`src/rtl/seg7_scan_decoder_if.sv`:
```
// Scanned 7-segment bus and recovered-digit outputs.
// master drives the pins, slave is the decoder.
interface seg7_scan_decoder_if;
   logic [6:0]  iSEG;
   logic [3:0]  iAN;
   logic [15:0] oBCD;
   logic [3:0]  oVALID;
   logic [3:0]  oERR;
   logic        oUPDATE;
   logic [1:0]  oIDX;

   modport master (
      output iSEG, iAN,
      input  oBCD, oVALID, oERR, oUPDATE, oIDX
   );

   modport slave (
      input  iSEG, iAN,
      output oBCD, oVALID, oERR, oUPDATE, oIDX
   );
endinterface

```
`src/rtl/seg7_scan_decoder.sv`:
```
// Recovers BCD digits from a scanned active-low 7-seg bus.
// Optional per-digit staleness timeout: define STALE_TIMEOUT_EN.
module seg7_scan_decoder #(
   parameter int STABLE_CYCLES  = 16,
   parameter int TIMEOUT_CYCLES = 1000000
) (
   input logic               iClk,
   input logic               iRst_n,
   seg7_scan_decoder_if.slave bus
);

   localparam int CW = $clog2(STABLE_CYCLES + 1);
   localparam logic [CW-1:0] CMAX = CW'(STABLE_CYCLES);
   localparam logic [10:0] IDLE = 11'h7FF;

   logic [10:0]   s1_q, s2_q;
   logic [CW-1:0] cnt_q, cnt_d;
   logic          done_q, done_d;

   logic [15:0] bcd_q, bcd_d;
   logic [3:0]  valid_q, valid_d;
   logic [3:0]  err_q, err_d;
   logic        upd_q, upd_d;
   logic [1:0]  idx_q, idx_d;

   logic        one_hot;
   logic [1:0]  an_idx;
   logic        seg_match;
   logic        seg_blank;
   logic [3:0]  seg_val;
   logic        commit;

   // Two-flop synchronizer for anode and segment lines as one word
   always_ff @(posedge iClk or negedge iRst_n) begin
      if (!iRst_n) begin
         s1_q <= IDLE;
         s2_q <= IDLE;
      end else begin
         s1_q <= {bus.iAN, bus.iSEG};
         s2_q <= s1_q;
      end
   end

   // Anode field: exactly one low bit selects the digit
   always_comb begin
      one_hot = 1'b1;
      an_idx  = 2'd0;
      case (s2_q[10:7])
         4'b1110: an_idx = 2'd0;
         4'b1101: an_idx = 2'd1;
         4'b1011: an_idx = 2'd2;
         4'b0111: an_idx = 2'd3;
         default: one_hot = 1'b0;
      endcase
   end

   // Segment field: active-low pattern to decimal value
   always_comb begin
      seg_match = 1'b1;
      seg_blank = 1'b0;
      seg_val   = 4'd0;
      case (s2_q[6:0])
         7'h40: seg_val = 4'd0;
         7'h79: seg_val = 4'd1;
         7'h24: seg_val = 4'd2;
         7'h30: seg_val = 4'd3;
         7'h19: seg_val = 4'd4;
         7'h12: seg_val = 4'd5;
         7'h02: seg_val = 4'd6;
         7'h78: seg_val = 4'd7;
         7'h00: seg_val = 4'd8;
         7'h10: seg_val = 4'd9;
         7'h7F: begin
            seg_match = 1'b0;
            seg_blank = 1'b1;
         end
         default: seg_match = 1'b0;
      endcase
   end

   // s1 is the value s2 takes next, so compare them for stability
   always_comb begin
      cnt_d  = cnt_q;
      done_d = done_q;
      commit = (cnt_q == CMAX) && !done_q && one_hot;
      if (commit)
         done_d = 1'b1;
      if (s1_q == s2_q) begin
         if (cnt_q != CMAX)
            cnt_d = cnt_q + 1'b1;
      end else begin
         cnt_d  = CW'(1);
         done_d = 1'b0;
      end
   end

   // Stability counter and one-commit-per-pattern flag
   always_ff @(posedge iClk or negedge iRst_n) begin
      if (!iRst_n) begin
         cnt_q  <= '0;
         done_q <= 1'b0;
      end else begin
         cnt_q  <= cnt_d;
         done_q <= done_d;
      end
   end

`ifdef STALE_TIMEOUT_EN
   localparam int TW = $clog2(TIMEOUT_CYCLES + 1);
   localparam logic [TW-1:0] TMAX = TW'(TIMEOUT_CYCLES);
   localparam logic [TW-1:0] TLAST = TW'(TIMEOUT_CYCLES - 1);

   logic [TW-1:0] tmo_q [4];
   logic [TW-1:0] tmo_d [4];
   logic [3:0]    stale;

   // Per-digit age counters; a commit to the digit restarts it
   always_comb begin
      for (int i = 0; i < 4; i++) begin
         tmo_d[i] = tmo_q[i];
         stale[i] = (tmo_q[i] >= TLAST);
         if (commit && an_idx == 2'(i))
            tmo_d[i] = '0;
         else if (tmo_q[i] != TMAX)
            tmo_d[i] = tmo_q[i] + 1'b1;
      end
   end

   // Age counter registers
   always_ff @(posedge iClk or negedge iRst_n) begin
      if (!iRst_n) begin
         for (int i = 0; i < 4; i++)
            tmo_q[i] <= '0;
      end else begin
         for (int i = 0; i < 4; i++)
            tmo_q[i] <= tmo_d[i];
      end
   end
`endif

   // Output next-state: staleness first so a commit overrides it
   always_comb begin
      bcd_d   = bcd_q;
      valid_d = valid_q;
      err_d   = err_q;
      idx_d   = idx_q;
      upd_d   = 1'b0;
`ifdef STALE_TIMEOUT_EN
      valid_d = valid_d & ~stale;
      err_d   = err_d & ~stale;
`endif
      if (commit) begin
         idx_d = an_idx;
         upd_d = 1'b1;
         if (seg_match) begin
            bcd_d[{an_idx, 2'b00} +: 4] = seg_val;
            valid_d[an_idx] = 1'b1;
            err_d[an_idx]   = 1'b0;
         end else begin
            valid_d[an_idx] = 1'b0;
            err_d[an_idx]   = !seg_blank;
         end
      end
   end

   // Output registers
   always_ff @(posedge iClk or negedge iRst_n) begin
      if (!iRst_n) begin
         bcd_q   <= '0;
         valid_q <= '0;
         err_q   <= '0;
         upd_q   <= 1'b0;
         idx_q   <= '0;
      end else begin
         bcd_q   <= bcd_d;
         valid_q <= valid_d;
         err_q   <= err_d;
         upd_q   <= upd_d;
         idx_q   <= idx_d;
      end
   end

   assign bus.oBCD    = bcd_q;
   assign bus.oVALID  = valid_q;
   assign bus.oERR    = err_q;
   assign bus.oUPDATE = upd_q;
   assign bus.oIDX    = idx_q;

endmodule

```
`src/flat_wrapper.sv`:
```
// flat-port wrapper written by rule: the top's interface ports become plain ports
module seg7_scan_decoder_flat 
#(
   parameter int STABLE_CYCLES  = 16,
   parameter int TIMEOUT_CYCLES = 1000000
)
  (iClk, iRst_n, bus_iSEG, bus_iAN, bus_oBCD, bus_oVALID, bus_oERR, bus_oUPDATE, bus_oIDX);
  seg7_scan_decoder_if bus_i ();
  input logic iClk;
  input logic iRst_n;
  input wire logic [$bits(bus_i.iSEG)-1:0] bus_iSEG;
  input wire logic [$bits(bus_i.iAN)-1:0] bus_iAN;
  output wire logic [$bits(bus_i.oBCD)-1:0] bus_oBCD;
  output wire logic [$bits(bus_i.oVALID)-1:0] bus_oVALID;
  output wire logic [$bits(bus_i.oERR)-1:0] bus_oERR;
  output wire logic [$bits(bus_i.oUPDATE)-1:0] bus_oUPDATE;
  output wire logic [$bits(bus_i.oIDX)-1:0] bus_oIDX;
  assign bus_i.iSEG = bus_iSEG;
  assign bus_i.iAN = bus_iAN;
  assign bus_oBCD = bus_i.oBCD;
  assign bus_oVALID = bus_i.oVALID;
  assign bus_oERR = bus_i.oERR;
  assign bus_oUPDATE = bus_i.oUPDATE;
  assign bus_oIDX = bus_i.oIDX;
  seg7_scan_decoder #(.STABLE_CYCLES(STABLE_CYCLES), .TIMEOUT_CYCLES(TIMEOUT_CYCLES)) u_core (.iClk(iClk), .iRst_n(iRst_n), .bus(bus_i));
endmodule
```
`config.mk`:
```
export PLATFORM = sky130hd
export DESIGN_NAME = seg7_scan_decoder_flat
export DESIGN_NICKNAME = d
export VERILOG_FILES = /design/src/rtl/seg7_scan_decoder_if.sv /design/src/rtl/seg7_scan_decoder.sv /design/src/flat_wrapper.sv
export SDC_FILE = /design/constraint.sdc
export NUM_CORES = 1
export LEC_CHECK = 0
export CAP_MARGIN = 30
export CORE_MARGIN = 4
export CORE_UTILIZATION = 55
export DETAILED_ROUTE_END_ITERATION = 12
export PLACE_DENSITY = 0.91
export SKIP_LAST_GASP = 1
export SLEW_MARGIN = 25
export SYNTH_ARGS = -nofsm -noshare
export SYNTH_HDL_FRONTEND = slang
export SYNTH_SLANG_ARGS = --single-unit
```
`constraint.sdc`:
```
create_clock -name iClk -period 4.4 [get_ports iClk]
set_input_delay 0.88 -clock iClk [delete_from_list [all_inputs] [get_ports iClk]]
set_output_delay 0.88 -clock iClk [all_outputs]
set_load 0.005 [all_outputs]
```
==> results of run 1 <==
==> cells in the mapped netlist (all sizes together), types with 2 or more instances <==
master / instances / area (um^2)
o22ai: 2 / 26.3
xor2: 15 / 131
mux2i: 5 / 50.1
nor4: 3 / 25.0
and3b: 2 / 17.5
dfrtp: 33 / 826
inv: 14 / 55.1
nand4: 5 / 31.3
o211a: 4 / 62.6
nor3: 8 / 40.0
o211ai: 3 / 32.5
buf: 6 / 38.8
mux2: 15 / 191
xnor2: 3 / 26.3
nor2: 14 / 52.6
a21oi: 5 / 40.0
o21ai: 10 / 53.8
ha: 9 / 113
dfstp: 22 / 578
nand3: 8 / 45.0
nand2: 13 / 48.8
nand3b: 2 / 15.0
==> routing by layer <==
metal / up-vias / share of wire, % / GRT usage [%]
met4: 0 / 2.2 / 6.52
li1: 821 / - / -
met3: 12 / 4.6 / 3.63
met5: - / 0 / 0
met1: 829 / 42 / 21.5
met2: 42 / 51 / 30.7
==> worst paths after layout <==
check	start	end
min in group asynchronous	iRst_n	u_core.bus.oBCD[4]
worst min register to register	u_core.s1_q[9]	u_core.s2_q[9]
max in group asynchronous	iRst_n	u_core.bus.oERR[0]
worst min-delay path	u_core.s1_q[9]	u_core.s2_q[9]
worst max register to register	u_core.s2_q[10]	u_core.bus.oBCD[4]
worst max-delay path	u_core.s2_q[10]	u_core.bus.oBCD[4]
==> state kept, by name, indices dropped and copies added (netlist names), named ones only <==
name / count
u_core.bus.oUPDATE: 1
u_core.bus.oIDX: 2
u_core.bus.oERR: 4
u_core.bus.oBCD: 16
u_core.s1_q: 11
u_core.s2_q: 11
u_core.cnt_q: 5
u_core.done_q: 1
==> power breakdown <==
group          leakage, nW  switching [mW]  total, mW  internal [mW]
clock network       0.0494           0.166      0.281          0.115
logic                0.629          0.0333     0.0585         0.0252
registers            0.687          0.0151      0.540          0.524
==> cell type report <==
cell class | count | area [um^2] | area share [%]
sequential | 55 | 1400 | 45.0
clock inverter | 3 | 21.3 | 0.682
clock buffer | 5 | 68.8 | 2.21
inverter | 14 | 55.1 | 1.77
tap | 52 | 65.1 | 2.09
multi-input combinational | 139 | 1110 | 35.6
timing repair buffer | 40 | 393 | 12.6
==> critical path: cells and delay by family (launching register included) <==
family,cells,cell delay [ns]
xor gates and xnor gates,1,0.15
adders and majority gates,1,0.47
DFF,1,0.60
muxes,1,0.16
and+or+nand+nor,4,0.83
==> logic make-up after synthesis <==
logic type                 after synthesis  synth area share, %
and+or+nand+nor                         65                 13.7
xor gates and xnor gates                18                 6.05
muxes                                   20                 9.26
adders and majority gates                9                 4.32
DFF                                     55                 53.8
AOI/OAI and AO/OA                       27                 9.21
buffers and inverters                   20                 3.60
==> per-stage QoR <==
step	cells	total power, mW	util, %	worst slack (ns)	area (um^2)
global route	308	0.920	69.7	1.95	3120
global placement	300	0.605	67.6	2.28	3030
finish	308	0.879	69.7	2.15	3120
detailed placement	300	0.608	67.6	2.17	3030
floorplan	214	0.580	-	2.39	2610
CTS	308	0.888	69.7	2.15	3120
==> results.py, run 1 <==
metrics = {
    "yosys": {
        "syn-num-nets": 236,
        "synth-main-ff-cell": "dfrtp_1",
        "synthArstFlopShare_pct": 100,
        "synth_edf_count": 0,
        "syn_area_per_cell_um2": 12.2,
        "synth_area_um2": 2610,
        "synth.distinct_cells": 50,
        "ys_ff_latch": 55,
        "seq_area_frac_synth_pct": 53.8,
        "syn_inst": 214,
        "yosysWarnings": 0,
    },
    "clocking": {
        "clk_latency_ns": 0.31,
        "clk_pin_slew_ns": 0.10,
        "clock-root-buffer": "clkbuf_8",
        "ctsResizeCount": 0,
        "clk_path_buf_depth": 2,
        "postCtsHoldBufs": 0,
        "post-cts-setup-buffers": 0,
        "clock-sinks": 55,
        "htreeDepth": 2,
        "cts_buffers": 5,
        "tritoncts": "yes",
    },
    "place": {
        "gp_congestion": 0.861,
        "io_buffers": 39,
        "post-dp-hpwl_um": 3550,
    },
    "setup_path": {
        "ff2ff_path_depth": 7,
        "crit_path_max_incr_delay_ns": 0.60,
        "cp.required_ns": 4.66,
        "crit_path_max_fanout": 9,
        "worstPathArrival_ns": 2.51,
        "rrSetupSlack_ns": 2.15,
        "worstSetupPathType": "reg -> reg",
        "path_cells": "xor2_1 -> nand3_1 -> ha_1 -> nand2b_1 -> or2_2 -> nor2_1 -> mux2_4",
        "endpoint_kind": "register",
        "cp_slowest_cell": "dfstp_2",
        "crit_path_start_kind": "register",
    },
    "sta": {
        "fin_skew_ns": 0.00601,
        "hold_ws_ns": 0.376,
        "worst_pin_slew_ns": 0.642,
        "fmax_mhz": 444,
        "fin_crit_sh_pct": 51.2,
        "hold_viol": 0,
        "drv_slew": 0,
        "rsz0062_at_grt": "false",
        "slew_headroom_pct": 57.2,
        "setup_violations": 0,
        "final.setup.tns_ns": 0,
        "min_period_ns": 2.25,
    },
    "floorplan": {
        "dieArea_um2": 5910,
        "rows": 24,
        "start_util_pct": 58.3,
        "core-area_um2": 4470,
        "die_y_um": 76.9,
        "ios": 40,
        "die_w_um": 76.9,
    },
    "finish": {
        "nets": 277,
        "layout_common_cells": "clkdlybuf4s50_1 (38), dfrtp_1 (33), dfstp_2 (22), xor2_1 (15), nor2_1 (14)",
        "fillerInstances": 305,
        "antenna_cells": 0,
        "syn_to_final_growth_pct": 19.5,
        "layout-drive-gt1-share_pct": 23.0,
        "layout_commonest_cell": "clkdlybuf4s50_1",
    },
    "global_routing": {
        "grt_pass1_wl_um": 8340,
        "grt_pass1_vias": 1774,
        "grt_max_degree": 56,
        "grt_usage_pct": 17.6,
        "antenna_found_initial": 0,
        "grt.overflow.total": 0,
    },
    "routing": {
        "first_pass_iters": 4,
        "viasPerCell": 5.53,
        "drc_errors": 0,
        "ant_nets": 0,
        "num_vias": 1704,
        "drt_iter0_drc": 65,
        "wl_per_cell_um": 15.0,
        "finalWirelength_um": 4610,
    },
    "pwr": {
        "ir_drop_mv": 0.216,
        "p_leak_nw": 1.37,
        "p_per_area_nw_per_um2": 282,
    },
    "outcome": {
        "status": "complete, no violations",
    },
    "min_path": {
        "holdPathStages": 0,
        "min-delay-path-class": "reg -> reg",
    },
    "flow_run": {
        "max_cap_violations": 0,
    },
}
Note: power is estimated with default switching activity, not from simulation.
==> run 2: changes to the inputs <==
- CORE_UTILIZATION: 55 -> 53
- PLACE_DENSITY: 0.91 -> 0.89
- clock period: 4.4 -> 2.3 ns (I/O delays scaled with it)
==> results.py, run 2 (synthesis results as in run 1) <==
metrics = {
    "floorplan": {
        "die_y_um": 78.1,
        "core-area_um2": 4750,
        "ios": 40,
        "die_w_um": 78.1,
        "rows": 25,
        "start_util_pct": 54.8,
        "dieArea_um2": 6110,
    },
    "clocking": {
        "cts_buffers": 5,
        "clock-sinks": 55,
        "clk_path_buf_depth": 2,
        "clock-root-buffer": "clkbuf_8",
        "clk_pin_slew_ns": 0.09,
        "htreeDepth": 2,
        "post-cts-setup-buffers": 0,
        "clk_latency_ns": 0.30,
        "tritoncts": "yes",
    },
    "sta": {
        "fin_crit_sh_pct": 90.8,
        "drv_slew": 0,
        "slew_headroom_pct": 62.7,
        "fin_skew_ns": 0.00944,
        "setup_violations": 0,
        "min_period_ns": 2.09,
        "fmax_mhz": 479,
        "final.setup.tns_ns": 0,
        "rsz0062_at_grt": "false",
        "finalWorstSetupSlack_ns": 0.212,
        "worst_pin_slew_ns": 0.559,
        "hold_viol": 0,
    },
    "pwr": {
        "ir_drop_mv": 0.483,
        "totalPowerFinal_mw": 1.70,
        "p_leak_nw": 1.39,
        "p_per_area_nw_per_um2": 532,
    },
    "setup_path": {
        "r2r_end": "u_core.bus.oBCD[4]",
        "startpoint": "u_core.s2_q[8]",
        "worstPathArrival_ns": 2.34,
        "critPathCapture": "u_core.bus.oBCD[4]",
        "r2r_start": "u_core.s2_q[8]",
        "cp.required_ns": 2.55,
        "crit_path_max_fanout": 6,
        "ff2ff_path_depth": 7,
        "crit_path_start_kind": "register",
        "worstSetupPathType": "reg -> reg",
        "rrSetupSlack_ns": 0.21,
        "endpoint_kind": "register",
    },
    "finish": {
        "layout_common_cells": "clkdlybuf4s50_1 (38), dfrtp_1 (33), dfstp_2 (22), xor2_1 (15), nor2_1 (14)",
        "fillerInstances": 384,
        "design_area_um2": 3200,
        "nets": 281,
        "layout-drive-gt1-share_pct": 24.2,
        "largest_register_ffs": 16,
        "antenna_cells": 0,
        "syn_to_final_growth_pct": 22.7,
        "layout_commonest_cell": "clkdlybuf4s50_1",
        "layoutNonFillerInstCount": 327,
    },
    "place": {
        "post-dp-hpwl_um": 3730,
        "place_inst": 319,
        "placed_area_um2": 3090,
        "gp_congestion": 0.803,
        "io_buffers": 39,
        "dp_slack_ns": 0.199,
    },
    "flow_run": {
        "max_cap_violations": 0,
    },
    "routing": {
        "finalWirelength_um": 4720,
        "drc_errors": 0,
        "ant_nets": 0,
        "viasPerCell": 5.28,
        "num_vias": 1728,
        "drt_iter0_drc": 88,
        "first_pass_iters": 4,
        "wl_per_cell_um": 14.4,
    },
    "global_routing": {
        "grt_max_degree": 31,
        "grtUsageMet1_pct": 20.0,
        "grt_use_met3_pct": 3.78,
        "grt_pass1_wl_um": 8120,
        "grt_use_met2_pct": 29.8,
        "busiest_layer": "met2",
        "grt.overflow.total": 0,
        "antenna_found_initial": 0,
        "grt_usage_pct": 17.0,
        "grt_pass1_vias": 1762,
    },
    "outcome": {
        "status": "complete, no violations",
    },
    "min_path": {
        "min-delay-path-class": "in -> async",
    },
}
[run 2: worst min-delay path by stage]
stage                                       endpoint  slack, ns
after floorplan           asynchronous set/reset pin       0.16
after global placement                u_core.s2_q[9]       0.36
after detailed placement              u_core.s2_q[9]       0.36
after CTS                         u_core.bus.oBCD[6]       0.15
after global routing              u_core.bus.oBCD[6]       0.18
final                             u_core.bus.oBCD[6]       0.14
[run 2: report_power, final]
| part | leakage [nW] | total [mW] | switching, mW | internal (mW) |
|---|---|---|---|---|
| combinational | 0.654 | 0.123 | 0.0668 | 0.0560 |
| clock | 0.0515 | 0.548 | 0.273 | 0.275 |
| sequential | 0.687 | 1.03 | 0.0289 | 1.00 |
[run 2: routing by layer]
layer | share of wire [%] | vias up
li1 | - | 836
met1 | 41 | 830
met2 | 52 | 52
met3 | 4.7 | 10
met4 | 2.4 | 0
met5 | 0 | -
[run 2: area by class of cell]
class	count	area [um^2]	share of cell area [%]
well taps	67	83.8	2.62
inverters	14	55.1	1.72
clock buffers	8	100	3.13
repair buffers	44	435	13.6
multi-input cells	139	1120	35.1
flip-flops and latches	55	1400	43.9
[run 2: repair_timing]
action,CTS,global route
endpoints found under the hold margin,0,0
hold buffers,0,0
gates resized for setup,0,1
setup endpoints to repair,0,1
[run 2: critical path: stages (launching register included)]
cell      delay [ns]
dfstp_2         0.59
xor2_1          0.16
nand3_1         0.23
ha_4            0.38
nand2b_1        0.12
or2_2           0.31
nor2_1          0.10
mux2_4          0.15
[run 2: stage by stage]
stage / utilization (%) / hold WS (ns)
detailed placement: 64.9 / 0.363
finish: 67.3 / 0.139
global route: 67.3 / 0.178
global placement: 64.9 / 0.363
floorplan: - / 0.164
CTS: 67.1 / 0.145
==> run 3: changes to the inputs <==
- ABC_CLOCK_PERIOD_IN_PS: not set -> 2300
- PLACE_DENSITY: 0.89 -> 0.79
==> results.py, run 3 (synthesis results as in run 1) <==
metrics = {
    "flow_run": {
        "max_cap_violations": 0,
    },
    "pwr": {
        "ir_drop_mv": 0.331,
        "pwr-share-comb_pct": 7.1,
        "totalPowerFinal_mw": 1.68,
        "power_switching_uw": 405,
        "p_leak_nw": 1.39,
        "p_int_mw": 1.27,
        "clkPwrFrac_pct": 31.3,
        "p_seq_share_pct": 61.6,
        "swShare_pct": 24.2,
        "p_per_area_nw_per_um2": 527,
    },
    "routing": {
        "drt_iter0_drc": 54,
        "num_vias": 1699,
        "first_pass_iters": 4,
        "ant_nets": 0,
        "viasPerCell": 5.18,
        "wl_per_cell_um": 14.5,
        "finalWirelength_um": 4750,
        "drc_errors": 0,
    },
    "floorplan": {
        "die_y_um": 78.1,
        "rows": 25,
        "dieArea_um2": 6110,
        "core-area_um2": 4750,
        "start_util_pct": 54.8,
        "die_w_um": 78.1,
        "ios": 40,
    },
    "sta": {
        "fmax_mhz": 472,
        "fin_crit_sh_pct": 92.1,
        "rsz0062_at_grt": "false",
        "slew_headroom_pct": 59.7,
        "final.setup.tns_ns": 0,
        "worst_pin_slew_ns": 0.598,
        "fin_skew_ns": 0.0137,
        "hold_ws_ns": 0.133,
        "setup_violations": 0,
        "hold_viol": 0,
        "drv_slew": 0,
        "finalWorstSetupSlack_ns": 0.181,
        "min_period_ns": 2.12,
    },
    "global_routing": {
        "grt.overflow.total": 0,
        "antenna_found_initial": 0,
        "grt_max_degree": 31,
        "grt_usage_pct": 16.6,
        "grt_pass1_vias": 1674,
        "grt_pass1_wl_um": 8060,
    },
    "place": {
        "place_inst": 320,
        "io_buffers": 39,
        "dp_slack_ns": 0.203,
        "placed_area_um2": 3100,
        "gp_congestion": 0.888,
        "post-dp-hpwl_um": 3640,
    },
    "setup_path": {
        "crit_path_max_incr_delay_ns": 0.59,
        "crit_path_start_kind": "register",
        "crit_buf_inv": 0,
        "cp.required_ns": 2.56,
        "endpoint_kind": "register",
        "worstPathArrival_ns": 2.38,
        "crit_path_max_fanout": 6,
        "crit_family": "simple AND/OR/NAND/NOR gates",
        "cp_slowest_cell": "dfstp_2",
        "worstSetupPathType": "reg -> reg",
        "path_cells": "xor2_1 -> nand3_2 -> ha_1 -> nand2b_1 -> or2_2 -> nor2_1 -> mux2_4",
    },
    "finish": {
        "design_area_um2": 3180,
        "layout-drive-gt1-share_pct": 24.1,
        "largest_register_ffs": 16,
        "layoutNonFillerInstCount": 328,
        "utilization_pct": 66.9,
        "nets": 282,
        "layout_common_cells": "clkdlybuf4s50_1 (38), dfrtp_1 (33), dfstp_2 (22), xor2_1 (15), nor2_1 (14)",
        "layout_commonest_cell": "clkdlybuf4s50_1",
        "syn_to_final_growth_pct": 21.9,
        "antenna_cells": 0,
    },
    "clocking": {
        "postCtsHoldBufs": 0,
        "clk_pin_slew_ns": 0.10,
        "clock-root-buffer": "clkbuf_8",
        "clock-sinks": 55,
        "post-cts-setup-buffers": 0,
        "tritoncts": "yes",
        "clk_latency_ns": 0.31,
        "clk_path_buf_depth": 2,
        "cts_buffers": 5,
        "ctsResizeCount": 0,
        "htreeDepth": 2,
    },
    "outcome": {
        "status": "complete, no violations",
    },
    "min_path": {
        "min-delay-path-class": "in -> async",
    },
}
-- run 3: routing by layer --
| layer | wire (um) | GRT usage (%) | part of all wire (%) | vias to the layer above |
|---|---|---|---|---|
| met2 | 2270 | 27.1 | 48 | 45 |
| met5 | 0 | 0 | 0 | - |
| met1 | 2190 | 22.5 | 46 | 810 |
| met4 | 85 | 6.29 | 1.8 | 0 |
| li1 | - | - | - | 836 |
| met3 | 206 | 2.52 | 4.3 | 8 |
-- run 3: layout make-up --
cell class / instances / area (um^2)
Multi-Input combinational cell: 139 / 1110
Inverter: 14 / 55.1
Fill cell: 380 / 1580
Timing Repair Buffer: 45 / 443
Sequential cell: 55 / 1400
Clock inverter: 2 / 11.3
Tap cell: 67 / 83.8
Clock buffer: 6 / 72.6
-- run 3: final timing paths --
check                           startpoint                  to  slack (ns)  cells past startpoint
max                        u_core.s2_q[10]  u_core.bus.oBCD[4]        0.18                      7
min reg2reg                 u_core.s1_q[3]      u_core.s2_q[3]        0.37                      0
max reg2reg                u_core.s2_q[10]  u_core.bus.oBCD[4]        0.18                      7
min in group iClk           u_core.s1_q[3]      u_core.s2_q[3]        0.37                      0
min                                 iRst_n  u_core.bus.oBCD[4]        0.13                      1
max in group asynchronous           iRst_n      u_core.s2_q[9]        1.53                      2
-- run 3: worst reg2reg max path: stages, from the launching register on --
cell and delay (ns):
dfstp_2 0.59, xor2_1 0.20, nand3_2 0.17, ha_1 0.41, nand2b_1 0.15, or2_2 0.31, nor2_1 0.10, mux2_4 0.15
-- run 3: power groups by stage --
stage | clock (mW) | combinational, mW | sequential [mW]
3_3_place_gp | 0 | 0.119 | 1.05
5_1_grt | 0.580 | 0.133 | 1.04
2_1_floorplan | 0 | 0.0766 | 1.03
6_report | 0.524 | 0.120 | 1.03
4_1_cts | 0.540 | 0.122 | 1.03
3_5_place_dp | 0 | 0.122 | 1.05
